## src/rtl/cpu_pkg.sv

```systemverilog
// cpu_pkg: shared definitions for the load/store CPU fetch/decode slice.
//   - opcode constants carried in instr[31:28]
//   - instruction field positions/widths and a field-extraction helper
//   - fetch/decode bus FSM state encoding
package cpu_pkg;

  // Opcodes (instr[31:28])
  localparam logic [3:0] OP_NOP  = 4'h0;
  localparam logic [3:0] OP_LOAD = 4'h1;
  localparam logic [3:0] OP_MOVE = 4'h2;
  localparam logic [3:0] OP_JUMP = 4'h3;
  localparam logic [3:0] OP_ADD  = 4'h4;
  localparam logic [3:0] OP_SUB  = 4'h5;
  localparam logic [3:0] OP_MUL  = 4'h6;
  localparam logic [3:0] OP_STR  = 4'h7;
  localparam logic [3:0] OP_PUSH = 4'h8;
  localparam logic [3:0] OP_POP  = 4'h9;
  localparam logic [3:0] OP_XOR  = 4'hA;
  localparam logic [3:0] OP_HALT = 4'hB;

  // Instruction field layout (32-bit instruction word)
  localparam int INSTR_W  = 32;
  localparam int OPC_LSB  = 28;
  localparam int OPC_W    = 4;
  localparam int EXT_LSB  = 24;
  localparam int EXT_W    = 4;
  localparam int OPA_LSB  = 20;
  localparam int OPA_W    = 4;
  localparam int OPB_LSB  = 16;
  localparam int OPB_W    = 4;
  localparam int IMM_LSB  = 0;
  localparam int IMM_W    = 16;

  // Bus FSM states
  typedef enum logic [1:0] {
    ST_IDLE = 2'd0,
    ST_REQ  = 2'd1,
    ST_WAIT = 2'd2,
    ST_DEC  = 2'd3
  } fd_state_e;

  // Decoded instruction fields
  typedef struct packed {
    logic [OPC_W-1:0] opcode;
    logic [EXT_W-1:0] extra;
    logic [OPA_W-1:0] operand_a;
    logic [OPB_W-1:0] operand_b;
    logic [IMM_W-1:0] immediate;
  } fd_fields_t;

  // Split a 32-bit instruction word into its fields
  function automatic fd_fields_t decode_instr(input logic [INSTR_W-1:0] instr);
    fd_fields_t f;
    f.opcode    = instr[OPC_LSB +: OPC_W];
    f.extra     = instr[EXT_LSB +: EXT_W];
    f.operand_a = instr[OPA_LSB +: OPA_W];
    f.operand_b = instr[OPB_LSB +: OPB_W];
    f.immediate = instr[IMM_LSB +: IMM_W];
    return f;
  endfunction

endpackage

```

## src/rtl/wb_access.sv

```systemverilog
// wb_access: single-transaction pipelined Wishbone master with request FSM.
//   IDLE -> REQ -> WAIT -> (DEC) -> IDLE. One request in flight; new
//   requests are only accepted in IDLE (never queued).
// Configuration macro: FETCH_DECODE_STALL_EN
//   defined   : i_wb_stall holds stb high until the slave accepts it
//   undefined : i_wb_stall ignored, stb is high for exactly one cycle
// Ports:
//   clk, reset                 clock, synchronous active-high reset
//   i_enable/i_addr/i_we/
//   i_wdata/i_ifetch           request, sampled only in IDLE
//   o_rdata                    last read data (held until next read)
//   o_done                     1-cycle completion pulse
//   o_dec_fire                 high for the one cycle the top must register decode fields
//   o_wb_*/i_wb_*              Wishbone master interface
module wb_access
  import cpu_pkg::*;
#(
  parameter int AW = 32,
  parameter int DW = 32
) (
  input  logic          clk,
  input  logic          reset,
  input  logic          i_enable,
  input  logic [AW-1:0] i_addr,
  input  logic          i_we,
  input  logic [DW-1:0] i_wdata,
  input  logic          i_ifetch,
  output logic [DW-1:0] o_rdata,
  output logic          o_done,
  output logic          o_dec_fire,
  output logic          o_wb_cyc,
  output logic          o_wb_stb,
  output logic          o_wb_we,
  output logic [AW-1:0] o_wb_addr,
  output logic [DW-1:0] o_wb_data,
  input  logic [DW-1:0] i_wb_data,
  input  logic          i_wb_ack,
  input  logic          i_wb_stall
);

  fd_state_e     state_r, state_next_s;
  logic          cyc_r, cyc_next_s;
  logic          stb_r, stb_next_s;
  logic          we_r, we_next_s;
  logic [AW-1:0] addr_r, addr_next_s;
  logic [DW-1:0] wdata_r, wdata_next_s;
  logic          ifetch_r, ifetch_next_s;
  logic [DW-1:0] rdata_r, rdata_next_s;
  logic          done_r, done_next_s;
  logic          stall_s;

`ifdef FETCH_DECODE_STALL_EN
  assign stall_s = i_wb_stall;
`else
  logic unused_stall_s;
  assign unused_stall_s = i_wb_stall;
  assign stall_s        = 1'b0;
`endif

  // Next-state and next-output logic; ack while still stalled counts as completion
  always_comb begin
    state_next_s  = state_r;
    cyc_next_s    = cyc_r;
    stb_next_s    = stb_r;
    we_next_s     = we_r;
    addr_next_s   = addr_r;
    wdata_next_s  = wdata_r;
    ifetch_next_s = ifetch_r;
    rdata_next_s  = rdata_r;
    done_next_s   = 1'b0;
    case (state_r)
      ST_IDLE: begin
        if (i_enable) begin
          cyc_next_s    = 1'b1;
          stb_next_s    = 1'b1;
          we_next_s     = i_we;
          addr_next_s   = i_addr;
          wdata_next_s  = i_wdata;
          ifetch_next_s = i_ifetch;
          state_next_s  = ST_REQ;
        end else begin
          state_next_s  = ST_IDLE;
        end
      end
      ST_REQ, ST_WAIT: begin
        if (i_wb_ack) begin
          cyc_next_s  = 1'b0;
          stb_next_s  = 1'b0;
          we_next_s   = 1'b0;
          done_next_s = 1'b1;
          if (!we_r) begin
            rdata_next_s = i_wb_data;
          end else begin
            rdata_next_s = rdata_r;
          end
          if (!we_r && ifetch_r) begin
            state_next_s = ST_DEC;
          end else begin
            state_next_s = ST_IDLE;
          end
        end else if ((state_r == ST_REQ) && !stall_s) begin
          stb_next_s   = 1'b0;
          state_next_s = ST_WAIT;
        end else begin
          state_next_s = state_r;
        end
      end
      ST_DEC: begin
        state_next_s = ST_IDLE;
      end
      default: begin
        cyc_next_s   = 1'b0;
        stb_next_s   = 1'b0;
        we_next_s    = 1'b0;
        state_next_s = ST_IDLE;
      end
    endcase
  end

  // State and output registers; reset drops cyc/stb even mid-transaction
  always_ff @(posedge clk) begin
    if (reset) begin
      state_r  <= ST_IDLE;
      cyc_r    <= 1'b0;
      stb_r    <= 1'b0;
      we_r     <= 1'b0;
      addr_r   <= {AW{1'b0}};
      wdata_r  <= {DW{1'b0}};
      ifetch_r <= 1'b0;
      rdata_r  <= {DW{1'b0}};
      done_r   <= 1'b0;
    end else begin
      state_r  <= state_next_s;
      cyc_r    <= cyc_next_s;
      stb_r    <= stb_next_s;
      we_r     <= we_next_s;
      addr_r   <= addr_next_s;
      wdata_r  <= wdata_next_s;
      ifetch_r <= ifetch_next_s;
      rdata_r  <= rdata_next_s;
      done_r   <= done_next_s;
    end
  end

  assign o_rdata    = rdata_r;
  assign o_done     = done_r;
  assign o_dec_fire = (state_r == ST_DEC);
  assign o_wb_cyc   = cyc_r;
  assign o_wb_stb   = stb_r;
  assign o_wb_we    = we_r;
  assign o_wb_addr  = addr_r;
  assign o_wb_data  = wdata_r;

endmodule

```

## src/rtl/fetch_decode.sv

```systemverilog
// fetch_decode: Wishbone (pipelined) master plus instruction field decoder.
//   Instruction fetches read a word then register its fields one cycle after
//   o_done (o_decoded pulses then). Data loads/stores never decode.
// Configuration macro: FETCH_DECODE_STALL_EN (handled inside wb_access)
// Ports:
//   clk, reset            clock, synchronous active-high reset
//   i_enable ... i_ifetch request inputs (sampled only when idle)
//   o_rdata, o_done       last read data, completion pulse
//   o_decoded             decode-valid pulse
//   o_opcode/o_extra/
//   o_operandA/o_operandB/
//   o_immediate           decoded fields, held until next decode
//   o_wb_*/i_wb_*         Wishbone master interface
module fetch_decode
  import cpu_pkg::*;
#(
  parameter int AW = 32,
  parameter int DW = 32
) (
  input  logic          clk,
  input  logic          reset,
  input  logic          i_enable,
  input  logic [AW-1:0] i_addr,
  input  logic          i_we,
  input  logic [DW-1:0] i_wdata,
  input  logic          i_ifetch,
  output logic [DW-1:0] o_rdata,
  output logic          o_done,
  output logic          o_decoded,
  output logic [3:0]    o_opcode,
  output logic [3:0]    o_extra,
  output logic [3:0]    o_operandA,
  output logic [3:0]    o_operandB,
  output logic [15:0]   o_immediate,
  output logic          o_wb_cyc,
  output logic          o_wb_stb,
  output logic          o_wb_we,
  output logic [AW-1:0] o_wb_addr,
  output logic [DW-1:0] o_wb_data,
  input  logic [DW-1:0] i_wb_data,
  input  logic          i_wb_ack,
  input  logic          i_wb_stall
);

  logic       dec_fire_s;
  fd_fields_t dec_s;
  fd_fields_t fields_r;
  logic       decoded_r;

  wb_access #(.AW(AW), .DW(DW)) u_wb_access (
    .clk        (clk),
    .reset      (reset),
    .i_enable   (i_enable),
    .i_addr     (i_addr),
    .i_we       (i_we),
    .i_wdata    (i_wdata),
    .i_ifetch   (i_ifetch),
    .o_rdata    (o_rdata),
    .o_done     (o_done),
    .o_dec_fire (dec_fire_s),
    .o_wb_cyc   (o_wb_cyc),
    .o_wb_stb   (o_wb_stb),
    .o_wb_we    (o_wb_we),
    .o_wb_addr  (o_wb_addr),
    .o_wb_data  (o_wb_data),
    .i_wb_data  (i_wb_data),
    .i_wb_ack   (i_wb_ack),
    .i_wb_stall (i_wb_stall)
  );

  assign dec_s = decode_instr(o_rdata[INSTR_W-1:0]);

  // Decode registers: capture fields from the freshly read word; zero fields decode as NOP
  always_ff @(posedge clk) begin
    if (reset) begin
      fields_r  <= '{opcode: OP_NOP, extra: 4'h0, operand_a: 4'h0,
                     operand_b: 4'h0, immediate: 16'h0000};
      decoded_r <= 1'b0;
    end else if (dec_fire_s) begin
      fields_r  <= dec_s;
      decoded_r <= 1'b1;
    end else begin
      decoded_r <= 1'b0;
    end
  end

  assign o_decoded   = decoded_r;
  assign o_opcode    = fields_r.opcode;
  assign o_extra     = fields_r.extra;
  assign o_operandA  = fields_r.operand_a;
  assign o_operandB  = fields_r.operand_b;
  assign o_immediate = fields_r.immediate;

endmodule

```

## config.mk

```make
export PLATFORM = sky130hd
export DESIGN_NAME = fetch_decode
export DESIGN_NICKNAME = d
export VERILOG_FILES = /design/src/rtl/cpu_pkg.sv /design/src/rtl/wb_access.sv /design/src/rtl/fetch_decode.sv
export SDC_FILE = /design/constraint.sdc
export NUM_CORES = 1
export LEC_CHECK = 0
export CORE_ASPECT_RATIO = 1.2
export CORE_MARGIN = 2
export CORE_UTILIZATION = 50
export CTS_BUF_LIST = sky130_fd_sc_hd__clkbuf_4
export CTS_CLUSTER_SIZE = 14
export DETAILED_ROUTE_END_ITERATION = 6
export DONT_BUFFER_PORTS = 1
export SLEW_MARGIN = 0
export SYNTH_ARGS = -nofsm -noshare
export SYNTH_HDL_FRONTEND = slang
export SYNTH_SLANG_ARGS = --single-unit
```

## constraint.sdc

```tcl
create_clock -name clk -period 3.64 [get_ports clk]
set_clock_uncertainty 0.05 [all_clocks]
set_input_delay 0.91 -clock clk [delete_from_list [all_inputs] [get_ports clk]]
set_output_delay 0.91 -clock clk [all_outputs]
set_load 0.05 [all_outputs]
```

==> results.json <==
{
  "hp-class": "in2reg",
  "synth_nets": 674,
  "clk_latency_ns": 0.51,
  "grt_pass1_wl_um": 16380,
  "worst_pin_slew_ns": 1.147,
  "crit_required_ns": 2.68,
  "cts_resized": 0,
  "cts_setup_buffers": 0,
  "layout_min_cycle_time_ns": 2.200,
  "finalInstanceArea_mm2": 0.005067,
  "synth_cell_type_count": 23,
  "top_layer_used": "met4",
  "dr.pass1.iters": 4,
  "max_freq_mhz": 454.6,
  "leakage_uw": 0.001813,
  "drive_above_1_share_pct": 6.417,
  "cp.arrival_ns": 1.24,
  "crit_type": "reg2out",
  "syn_area_mm2": 0.004852,
  "placed_cell_area_mm2": 0.004810,
  "grt_overflow": 0,
  "worst_setup_path_end_kind": "output port",
  "rsz0062_at_grt": "no",
  "finish.utilization_pct": 53.53,
  "drt_iter0_drc": 101,
  "whs_ns": 0.4061,
  "die_w_um": 93.93,
  "drc": 0,
  "dp_hpwl_um": 7177,
  "route.met3.wl_um": 1214,
  "port_buffers": 0,
  "die_y_um": 111.9,
  "cts_tree": "built",
  "critPathLaunchType": "flip-flop",
  "synthCells": 567,
  "clk_pin_slew_ns": 0.11,
  "postCtsHoldBufs": 0,
  "clockBufferDepth": 2,
  "clock_power_share_pct": 31.4,
  "drt-met1-wl_um": 4181,
  "ant_nets": 0,
  "dr_total_vias": 3591,
  "grt_max_degree": 137,
  "insertedDiodeCount": 0,
  "slew_viol_final": 0,
  "finalWirelength_um": 10810,
  "swShare_pct": 30.33,
  "dp_cells": 653,
  "synth-seq-cells": 136,
  "clock-sinks": 136,
  "clockRootBuffer": "clkbuf_4",
  "wl_per_cell_um": 15.80,
  "grt_pass1_vias": 3336,
  "grt_use_total_pct": 19.92,
  "avgSynthCellArea_um2": 8.558,
  "seqPwrFrac_pct": 62.9,
  "finalHoldViolations": 0,
  "yosys_warnings": 0,
  "finalNetCount": 656,
  "ctsHtreeMaxLevel": 4,
  "relSlewSlack_pct": 23.24,
  "fillers": 940,
  "dieArea_mm2": 0.01051,
  "combPwrFrac_pct": 5.6,
  "boundaryPins": 236,
  "area_delta_synth_final_pct": 4.435,
  "status": "completed",
  "post-route-period-util_pct": 60.43,
  "drv_cap": 0,
  "vias_per_cell": 5.250,
  "seq_area_frac_synth_pct": 56.11,
  "vdd_ir_drop_max_mv": 0.2995,
  "p_int_uw": 2030,
  "gp_congestion": 0.7403,
  "dr_wl_met2_um": 5282,
  "cts_made_buffers": 17,
  "p_switching_uw": 883.5,
  "tns_ns": 0,
  "crit_fanout": 5,
  "row_count": 39,
  "final-setup-viol-count": 0,
  "antenna_found_initial": 0,
  "power_density_mw_per_mm2": 574.9,
  "core_mm2": 0.009467,
  "start_util_pct": 51.26,
  "finalNonFillerCells": 684
}
-- cell usage after synthesis (all sizes together) --
| library cell | count | share of area (%) |
|---|---|---|
| nor2b | 3 | 0.39 |
| and3b | 1 | 0.18 |
| ha | 4 | 1.0 |
| inv | 3 | 0.23 |
| clkbuf | 12 | 0.93 |
| a221oi | 1 | 0.31 |
| nor2 | 35 | 2.7 |
| and2 | 1 | 0.13 |
| a21oi | 101 | 10 |
| o211ai | 1 | 0.15 |
| nor3b | 1 | 0.15 |
| mux2i | 32 | 6.6 |
| dfxtp | 136 | 56 |
| buf | 29 | 3.9 |
| nand2 | 198 | 15 |
| a31oi | 1 | 0.13 |
| o21bai | 2 | 0.31 |
| nand3b | 3 | 0.72 |
| o21ai | 3 | 0.31 |
-- per-stage QoR --
| stage | power [uW] | worst slack [ns] |
|---|---|---|
| 6_report | 2913 | 1.440 |
| 5_1_grt | 3048 | 1.345 |
| 4_1_cts | 2949 | 1.392 |
| 3_5_place_dp | 2037 | 1.435 |
| 3_3_place_gp | 2027 | 1.508 |
| 2_1_floorplan | 2023 | 1.881 |
-- final timing paths --
| path | startpoint | slack, ns | end | depth (start not counted) |
|---|---|---|---|---|
| min | reset | 0.41 | u_wb_access.o_wb_data[6] | 1 |
| min reg2reg | u_wb_access.ifetch_r | 0.45 | u_wb_access.ifetch_r | 2 |
| max | u_wb_access.o_wb_we | 1.44 | o_wb_we | 0 |
| max reg2reg | u_wb_access.state_r[0] | 1.58 | u_wb_access.o_wb_addr[21] | 5 |
-- cells in the final DEF (no fill, tap or decap) --
cell | netlist | routed
mux2i_1 | 32 | 32
dfxtp_1 | 136 | 136
and2_2 | 0 | 1
a21oi_1 | 101 | 101
nand2_2 | 0 | 1
o21bai_1 | 2 | 2
ha_1 | 4 | 3
o211ai_1 | 1 | 1
clkinvlp_4 | 0 | 3
and3b_1 | 1 | 1
bufinv_16 | 0 | 2
nor3b_1 | 1 | 1
a31oi_1 | 1 | 1
clkinv_1 | 0 | 4
inv_1 | 3 | 3
nor2b_1 | 3 | 3
nand3b_1 | 2 | 2
ha_2 | 0 | 1
nand2_1 | 198 | 197
nor2_1 | 35 | 35
o21ai_0 | 3 | 3
clkbuf_4 | 0 | 20
clkinv_2 | 0 | 2
a221oi_2 | 1 | 1
buf_4 | 3 | 4
nand3b_4 | 1 | 1
-- power groups by stage --
stage               combinational (uW)  clock (uW)  sequential (uW)
floorplan                          171           0             1850
global placement                   159           0             1870
detailed placement                 168           0             1870
CTS                                167         947             1830
global route                       192        1010             1840
finish                             164         916             1830
-- final cells by class --
| cell class | count | area, um^2 | area share, % |
|---|---|---|---|
| clock inverters | 11 | 107.6 | 2.123 |
| well taps | 123 | 153.9 | 3.037 |
| multi-input cells | 387 | 1892 | 37.33 |
| clock buffers | 20 | 150.1 | 2.963 |
| repair buffers | 4 | 30.03 | 0.5926 |
| inverters | 3 | 11.26 | 0.2222 |
| flip-flops and latches | 136 | 2723 | 53.73 |
-- metal layers --
metal	vias to the layer above	track usage, %
met2	159	32.29
met3	10	10.22
met5	-	0
li1	1799	-
met1	1623	22.30
met4	0	7.246
-- cells by family (layout without fill, tap and decap cells) --
group | Yosys count | count (layout) | synth area share, %
muxes | 32 | 32 | 6.601
DFF | 136 | 136 | 56.11
adders and majority gates | 4 | 4 | 1.032
AOI/OAI and AO/OA | 109 | 109 | 11.63
and+or+nand+nor | 242 | 242 | 19.60
buffers and inverters | 44 | 38 | 5.028
-- state kept, by name (all words and copies together), names as in the netlist --
name                   cells
u_wb_access.o_wb_cyc       1
u_wb_access.ifetch_r       1
o_opcode                   4
u_wb_access.o_wb_we        1
u_wb_access.o_wb_stb       1
u_wb_access.o_wb_addr     32
o_extra                    4
o_operandA                 4
u_wb_access.state_r        2
o_operandB                 4
o_immediate               16
u_wb_access.o_done         1
o_decoded                  1
u_wb_access.o_wb_data     32
u_wb_access.o_rdata       32
Power figures use the tool's default switching activity.
